--- src/rtl/hazard_pkg.sv ---
// Shared encodings for the hazard/forwarding unit: forward selects, FSM states, shadow widths.
// Pure definitions; no logic.
package hazard_pkg;

  localparam logic [1:0] FWD_REGFILE = 2'b00;
  localparam logic [1:0] FWD_WB      = 2'b01;
  localparam logic [1:0] FWD_MEM     = 2'b10;

  typedef enum logic [1:0] {
    RUN     = 2'd0,
    LDSTALL = 2'd1,
    FREEZE  = 2'd2
  } hz_state_t;

  // Default register-address width and the payload widths of the shadow entries built from it.
  localparam int SHADOW_REG_AW   = 5;
  localparam int EX_ENTRY_W      = 1 + 3 * SHADOW_REG_AW + 2;
  localparam int MEMWB_ENTRY_W   = 1 + SHADOW_REG_AW + 1;

endpackage

--- src/rtl/hazard_fwd_cmp.sv ---
// Forward-select compare for one EX operand against the MEM and WB shadow entries.
// Latency: combinational. Backpressure: none, pure function of its inputs.
// The younger MEM result wins over WB; x0 is never forwarded.
module hazard_fwd_cmp
  import hazard_pkg::*;
#(
  parameter int REG_AW = SHADOW_REG_AW
) (
  input  logic [REG_AW-1:0] rs,
  input  logic              mem_valid,
  input  logic [REG_AW-1:0] mem_rd,
  input  logic              mem_reg_write,
  input  logic              wb_valid,
  input  logic [REG_AW-1:0] wb_rd,
  input  logic              wb_reg_write,
  output logic [1:0]        sel
);

  always_comb begin
    sel = FWD_REGFILE;
    if (mem_valid && mem_reg_write && (mem_rd != '0) && (mem_rd == rs)) begin
      sel = FWD_MEM;
    end else if (wb_valid && wb_reg_write && (wb_rd != '0) && (wb_rd == rs)) begin
      sel = FWD_WB;
    end
  end

endmodule

--- src/rtl/hazard_forward_unit.sv ---
// Hazard unit: EX forward selects, load-use stall, branch flush, pipeline freeze; HAZARD_PERF_CNT_EN adds perf counters.
// Latency: selects/stalls/flushes combinational from shadow state and ID inputs; shadows and FSM registered.
// Backpressure: mem_wait freezes every stage; a load-use hazard holds IF/ID for one cycle.
module hazard_forward_unit
  import hazard_pkg::*;
#(
  parameter int REG_AW = SHADOW_REG_AW,
  parameter int CNT_W  = 32
) (
  input  logic              clk,
  input  logic              rst_n,
  input  logic              id_valid,
  input  logic [REG_AW-1:0] id_rs1,
  input  logic [REG_AW-1:0] id_rs2,
  input  logic              id_rs1_used,
  input  logic              id_rs2_used,
  input  logic [REG_AW-1:0] id_rd,
  input  logic              id_reg_write,
  input  logic              id_mem_read,
  input  logic              ex_pc_src,
  input  logic              mem_wait,
  output logic [1:0]        forward_a_sel,
  output logic [1:0]        forward_b_sel,
  output logic              stall_f,
  output logic              stall_d,
  output logic              stall_e,
  output logic              stall_m,
  output logic              flush_d,
  output logic              flush_e,
  output logic [CNT_W-1:0]  stall_count,
  output logic [CNT_W-1:0]  flush_count
);

  hz_state_t state;

  logic              ex_valid;
  logic [REG_AW-1:0] ex_rs1;
  logic [REG_AW-1:0] ex_rs2;
  logic [REG_AW-1:0] ex_rd;
  logic              ex_reg_write;
  logic              ex_mem_read;

  logic              mem_valid;
  logic [REG_AW-1:0] mem_rd;
  logic              mem_reg_write;

  logic              wb_valid;
  logic [REG_AW-1:0] wb_rd;
  logic              wb_reg_write;

  logic ld_hit;
  logic load_use;

  hazard_fwd_cmp #(.REG_AW(REG_AW)) u_fwd_a (
    .rs            (ex_rs1),
    .mem_valid     (mem_valid),
    .mem_rd        (mem_rd),
    .mem_reg_write (mem_reg_write),
    .wb_valid      (wb_valid),
    .wb_rd         (wb_rd),
    .wb_reg_write  (wb_reg_write),
    .sel           (forward_a_sel)
  );

  hazard_fwd_cmp #(.REG_AW(REG_AW)) u_fwd_b (
    .rs            (ex_rs2),
    .mem_valid     (mem_valid),
    .mem_rd        (mem_rd),
    .mem_reg_write (mem_reg_write),
    .wb_valid      (wb_valid),
    .wb_rd         (wb_rd),
    .wb_reg_write  (wb_reg_write),
    .sel           (forward_b_sel)
  );

  // The LDSTALL gate guarantees the stall never stretches past one cycle.
  always_comb begin
    ld_hit = id_valid && ex_valid && ex_mem_read && (ex_rd != '0) &&
             ((id_rs1_used && (id_rs1 == ex_rd)) || (id_rs2_used && (id_rs2 == ex_rd)));
    load_use = ld_hit && (state != LDSTALL);
  end

  always_comb begin
    stall_f = 1'b0;
    stall_d = 1'b0;
    stall_e = 1'b0;
    stall_m = 1'b0;
    flush_d = 1'b0;
    flush_e = 1'b0;
    if (mem_wait) begin
      stall_f = 1'b1;
      stall_d = 1'b1;
      stall_e = 1'b1;
      stall_m = 1'b1;
    end else begin
      flush_d = ex_pc_src;
      flush_e = ex_pc_src || load_use;
      stall_f = load_use && !ex_pc_src;
      stall_d = load_use && !ex_pc_src;
    end
  end

  always_ff @(posedge clk) begin
    if (!rst_n) begin
      state         <= RUN;
      ex_valid      <= 1'b0;
      ex_rs1        <= '0;
      ex_rs2        <= '0;
      ex_rd         <= '0;
      ex_reg_write  <= 1'b0;
      ex_mem_read   <= 1'b0;
      mem_valid     <= 1'b0;
      mem_rd        <= '0;
      mem_reg_write <= 1'b0;
      wb_valid      <= 1'b0;
      wb_rd         <= '0;
      wb_reg_write  <= 1'b0;
    end else begin
      if (mem_wait) begin
        state <= FREEZE;
      end else begin
        case (state)
          RUN:     state <= (load_use && !ex_pc_src) ? LDSTALL : RUN;
          LDSTALL: state <= RUN;
          FREEZE:  state <= RUN;
          default: state <= RUN;
        endcase
      end

      // Shadows hold during a freeze so a pending branch is re-evaluated afterwards.
      if (!mem_wait) begin
        wb_valid      <= mem_valid;
        wb_rd         <= mem_rd;
        wb_reg_write  <= mem_reg_write;
        mem_valid     <= ex_valid;
        mem_rd        <= ex_rd;
        mem_reg_write <= ex_reg_write;
        if (flush_e) begin
          ex_valid     <= 1'b0;
          ex_rs1       <= '0;
          ex_rs2       <= '0;
          ex_rd        <= '0;
          ex_reg_write <= 1'b0;
          ex_mem_read  <= 1'b0;
        end else begin
          ex_valid     <= id_valid;
          ex_rs1       <= id_rs1;
          ex_rs2       <= id_rs2;
          ex_rd        <= id_rd;
          ex_reg_write <= id_reg_write;
          ex_mem_read  <= id_mem_read;
        end
      end
    end
  end

`ifdef HAZARD_PERF_CNT_EN
  always_ff @(posedge clk) begin
    if (!rst_n) begin
      stall_count <= '0;
      flush_count <= '0;
    end else begin
      if (stall_f) begin
        stall_count <= stall_count + CNT_W'(1);
      end
      if (ex_pc_src && !mem_wait) begin
        flush_count <= flush_count + CNT_W'(1);
      end
    end
  end
`else
  assign stall_count = '0;
  assign flush_count = '0;
`endif

endmodule
--- config.mk ---
export PLATFORM = sky130hd
export DESIGN_NAME = hazard_forward_unit
export DESIGN_NICKNAME = d
export VERILOG_FILES = /design/src/rtl/hazard_pkg.sv /design/src/rtl/hazard_fwd_cmp.sv /design/src/rtl/hazard_forward_unit.sv
export SDC_FILE = /design/constraint.sdc
export NUM_CORES = 1
export LEC_CHECK = 0
export CORE_MARGIN = 2
export CORE_UTILIZATION = 46
export DETAILED_ROUTE_END_ITERATION = 16
export MAX_ROUTING_LAYER = met4
export PLACE_DENSITY = 0.86
export SLEW_MARGIN = 25
export SYNTH_ARGS = -nofsm -noshare
export SYNTH_HDL_FRONTEND = slang
export SYNTH_SLANG_ARGS = --single-unit
--- constraint.sdc ---
create_clock -name clk -period 3.06 [get_ports clk]
set_input_delay 0.306 -clock clk [delete_from_list [all_inputs] [get_ports clk]]
set_output_delay 0.306 -clock clk [all_outputs]
set_load 0.05 [all_outputs]
* Yosys cells after proc, flatten, opt, wreduce, memory -nomap -nowiden *
Cells that the tools add are included.

storage, ports and cells
  logic and storage cells = 64
  input bits = 24
  register bits after elaboration = 34

operators by class
  reductions and logical operators = 24
  bitwise gates (word level) = 2
  equal/unequal tests = 7
  mux-type cells = 17

operators by type and width
  cell                                           count
  equality test 5 bit                            6
  logical AND 1 bit                              16
  2-to-1 mux 5 bit                               3
  nonzero test 5 bit                             3
  2-to-1 mux 1 bit                               11
  2-to-1 mux 2 bit                               3
  OR reduction 3 bit                             1
  zero test 2 bit                                1
  logical OR 1 bit                               2
  != test 2 x 1 -> 1 bit, second input constant  1
  inverter 1 bit                                 2
  zero test 1 bit                                1

* Logic depth before layout (Yosys ltp) *
  word-level depth = 9
  gate-level depth with buffers = 6
  gate-level depth less buffers = 4

* Hierarchy *
A second synthesis with hierarchy kept.

second synthesis, totals
  cells, all modules = 244
  area total of the unflattened synthesis = 2348.5 um^2

by module, submodules not included
  module               instances  cells each  sequential area each (um^2)  area an instance (um^2)
  hazard_forward_unit  1          206         680.7                        2033.2
  hazard_fwd_cmp       2          19          0.0                          157.7

* Worst setup path after synthesis *
No wires, ideal clock.

  path type = register -> output
  from = reg mem_rd[1]
  to = out forward_a_sel[0]
  arrival = 2.991 ns
  path slack = -0.237 ns
  data required time = 2.754 ns
  cell stages (with the launch flop) = 5
  path through = dfxtp_1 -> or4_1 -> o211ai_2 -> nor4_1 -> nor4_1

on the way
  word-level cells in the longest chain between the ends = 4
  elaborated cells on any way between the ends = 5

ends and longest elaborated chain
  item                      line                        RTL
  start: declaration        hazard_forward_unit.sv:44   logic [REG_AW-1:0] mem_rd;
  start signal: assignment  hazard_forward_unit.sv:136  mem_rd <= ex_rd;
  nonzero test 5 bit        hazard_fwd_cmp.sv:21        if (mem_valid && mem_reg_write && (mem_rd != '0) && (mem_rd == rs)) begin
  logical AND 1 bit         hazard_fwd_cmp.sv:21
  logical AND 1 bit *       hazard_fwd_cmp.sv:21
  2-to-1 mux 2 bit *        hazard_fwd_cmp.sv:21
  end: declaration          hazard_forward_unit.sv:22   output logic [1:0] forward_a_sel,

Mark *: on every way between the ends. The rest lies on a longest branch, timed or not.

* Worst setup path in the final report *
  from = reg mem_rd[0]
  to = out forward_b_sel[0]

on the way
  word-level cells in the longest chain between the ends = 4
  elaborated cells on any way between the ends = 5

ends and longest elaborated chain
  item                 line                       RTL
  nonzero test 5 bit   hazard_fwd_cmp.sv:21
  logical AND 1 bit    hazard_fwd_cmp.sv:21
  logical AND 1 bit *  hazard_fwd_cmp.sv:21
  2-to-1 mux 2 bit *   hazard_fwd_cmp.sv:21
  end: declaration     hazard_forward_unit.sv:23  output logic [1:0] forward_b_sel,

Marks and branches as above.

==> impl_metrics.py <==
metrics = {
    "timing": {
        "finalClockSkew_ns": 0.00445,
        "timing.hold.ws_ns": 0.494,
        "period_needed_ns": 2.88,
        "setup_viol": 0,
        "relSlewSlack": 0.522,
        "setup-tns-final_ns": 0,
        "slew_viol_final": 0,
        "rsz0062_at_grt": "false",
        "setup_slack_ns": 0.183,
        "timing.fmax_mhz": 348,
        "hold_violations": 0,
        "worstMarginPinSlew_ns": 0.717,
        "fin_crit_sh": 0.940,
    },
    "synth": {
        "synth-simple-area-share": 0.101,
        "netlist.area_leader.share": 0.295,
        "synth_top_area_cell": "dfxtp_1",
        "synth_area_per_cell_sq_um": 9.70,
        "synth_mux_area_frac": 0.0607,
        "seq_area_frac_synth": 0.295,
        "synthAdderAreaFrac": 0,
        "ys_ff_latch": 34,
        "synth_xor_area_frac": 0.114,
        "ys_types": 28,
        "synth_top_family_by_area": "buffers and inverters",
        "synthTopCellsByArea": "dfxtp_1 (29%), buf_4 (22%), xor2_1 (8.3%), a31o_1 (6.8%), mux2i_1 (6.1%)",
        "synth-compound-area-share": 0.177,
        "synth_warnings": 0,
        "synthCells": 238,
        "syn_area_sq_um": 2310,
    },
    "cells_and_area": {
        "final_cells": 334,
        "nNetsFinal": 290,
        "mostFrequentLayoutCell": "conb_1",
        "area_growth_pct": 9.53,
        "n_fill_cell": 458,
        "drive_gt1_frac": 0.124,
        "antenna_cells": 0,
        "final_cell_mix": "conb_1 (64), dfxtp_1 (34), clkdlybuf4s50_1 (30)",
    },
    "min_path": {
        "hold_path.class": "reg2reg",
    },
    "floorplan": {
        "initial_core_util": 0.483,
        "die_w_um": 74.9,
        "rows": 25,
        "dieArea_sq_um": 5600,
        "boundaryPins": 98,
        "core_region_area_sq_um": 4790,
        "die_y_um": 74.9,
    },
    "routing": {
        "dr.first_iter.drc_count": 53,
        "first_pass_iters": 4,
        "viasPerCell": 4.78,
        "wire_per_inst_um": 12.8,
        "num_vias": 1596,
        "totalWireLength_mm": 4.27,
        "drc": 0,
        "ant_nets": 0,
    },
    "worst_setup_path": {
        "crit_required_ns": 2.75,
        "start_kind": "register",
        "cp-end-kind": "output pin",
        "critPathArrivalTime_ns": 2.57,
        "criticalPathCategory": "reg2out",
        "worstPathMaxFanout": 5,
    },
    "clock_tree": {
        "clk_latency_ns": 0.29,
        "cts_buffer_depth": 2,
        "cts_setup_buffers": 0,
        "root_buffer": "clkbuf_8",
        "cts.clk_slew.worst_paths_ns": 0.07,
        "tritoncts": "done",
        "cts-htree-levels": 2,
        "clock_sinks": 34,
        "post_cts_resized": 0,
        "postCtsHoldBufs": 0,
        "cts_buffers": 5,
    },
    "power_and_ir_drop": {
        "peakVddDrop_mv": 0.279,
        "power_density_nw_per_um2": 466,
        "leakagePower_uw": 0.00118,
    },
    "global_routing": {
        "grt_max_degree": 38,
        "antenna_found_initial": 0,
        "first_global_vias": 1433,
        "grt_usage": 0.166,
        "grt-ovfl-total": 0,
        "grt_pass1_wl_mm": 6.76,
    },
    "placed_design": {
        "dp_hpwl_mm": 3.27,
        "gp_congestion": 0.854,
        "dp_slack_ns": 0.484,
        "port-buffer-count": 33,
        "dp.cells": 326,
    },
    "run_status": {
        "status": "complete, no violations",
    },
    "run": {
        "drv_cap": 0,
    },
}
## critical path: stages (launching register included)
cell             delay [ns]
dfxtp_1                0.35
or4_1                  0.54
o211ai_2               0.21
nor4_2                 0.10
nor4_2                 0.25
clkdlybuf4s50_1        0.83
## synthesized netlist by cell type (all sizes together)
cell / instances
and2: 2
and3: 1
nand2b: 1
clkbuf: 3
xor2: 22
mux2i: 14
o31ai: 2
nand2: 2
or4: 5
nor2b: 14
nor3: 1
a32oi: 1
dfxtp: 34
buf: 76
a31o: 18
nand3: 2
a32o: 18
o211ai: 3
nor4: 6
nor2: 1
conb: 1
xnor2: 8
nor3b: 1
inv: 2
## layer usage
| layer | GRT usage | vias up | routed length [um] |
|---|---|---|---|
| li1 | - | 774 | - |
| met2 | 0.244 | 64 | 1890 |
| met3 | 0.0415 | 8 | 228 |
| met1 | 0.218 | 750 | 2080 |
| met5 | - | - | 0 |
| met4 | 0.0655 | 0 | 76 |
## metrics by stage
stage / total power (uW) / util / cell area, sq um
floorplan: 849 / - / 2580
global placement: 847 / 0.510 / 2440
detailed placement: 851 / 0.510 / 2440
CTS: 1190 / 0.529 / 2530
global route: 1230 / 0.529 / 2530
finish: 1180 / 0.529 / 2530
## final cells by class
type | count | area [sq um] | area share
multi-input cells | 186 | 1310 | 0.519
flip-flops and latches | 34 | 681 | 0.269
repair buffers | 37 | 353 | 0.139
clock buffers | 7 | 86.3 | 0.0341
well taps | 67 | 83.8 | 0.0331
inverters | 2 | 7.51 | 0.00297
clock inverters | 1 | 5.00 | 0.00198
## flip-flops by register name, indices dropped and copies added (netlist names), 2 cells and up
signal,flops
ex_rs1,5
state,2
ex_rd,5
mem_rd,5
ex_rs2,5
wb_rd,5
## kinds of logic after synthesis
kind of cell              count (synthesis)
AOI/OAI and AO/OA                        42
xor gates and xnor gates                 30
buffers and inverters                    81
DFF                                      34
muxes                                    14
other                                     1
and+or+nand+nor                          36
## path summary, 6_finish.rpt
path	to	cells past startpoint	start	slack, ns
setup / recovery	forward_b_sel[0]	5	mem_rd[0]	0.18
hold / removal	state[0]	3	state[1]	0.49
setup reg to reg	ex_rs2[1]	5	ex_rd[0]	1.04
hold reg to reg	state[0]	3	state[1]	0.49
## where the power goes
part | switching [uW] | internal [uW] | leakage [uW]
clock | 156 | 181 | 0.0000482
combinational | 252 | 93.1 | 0.000852
sequential | 31.7 | 466 | 0.000278
(Power assumes the default switching activity.)
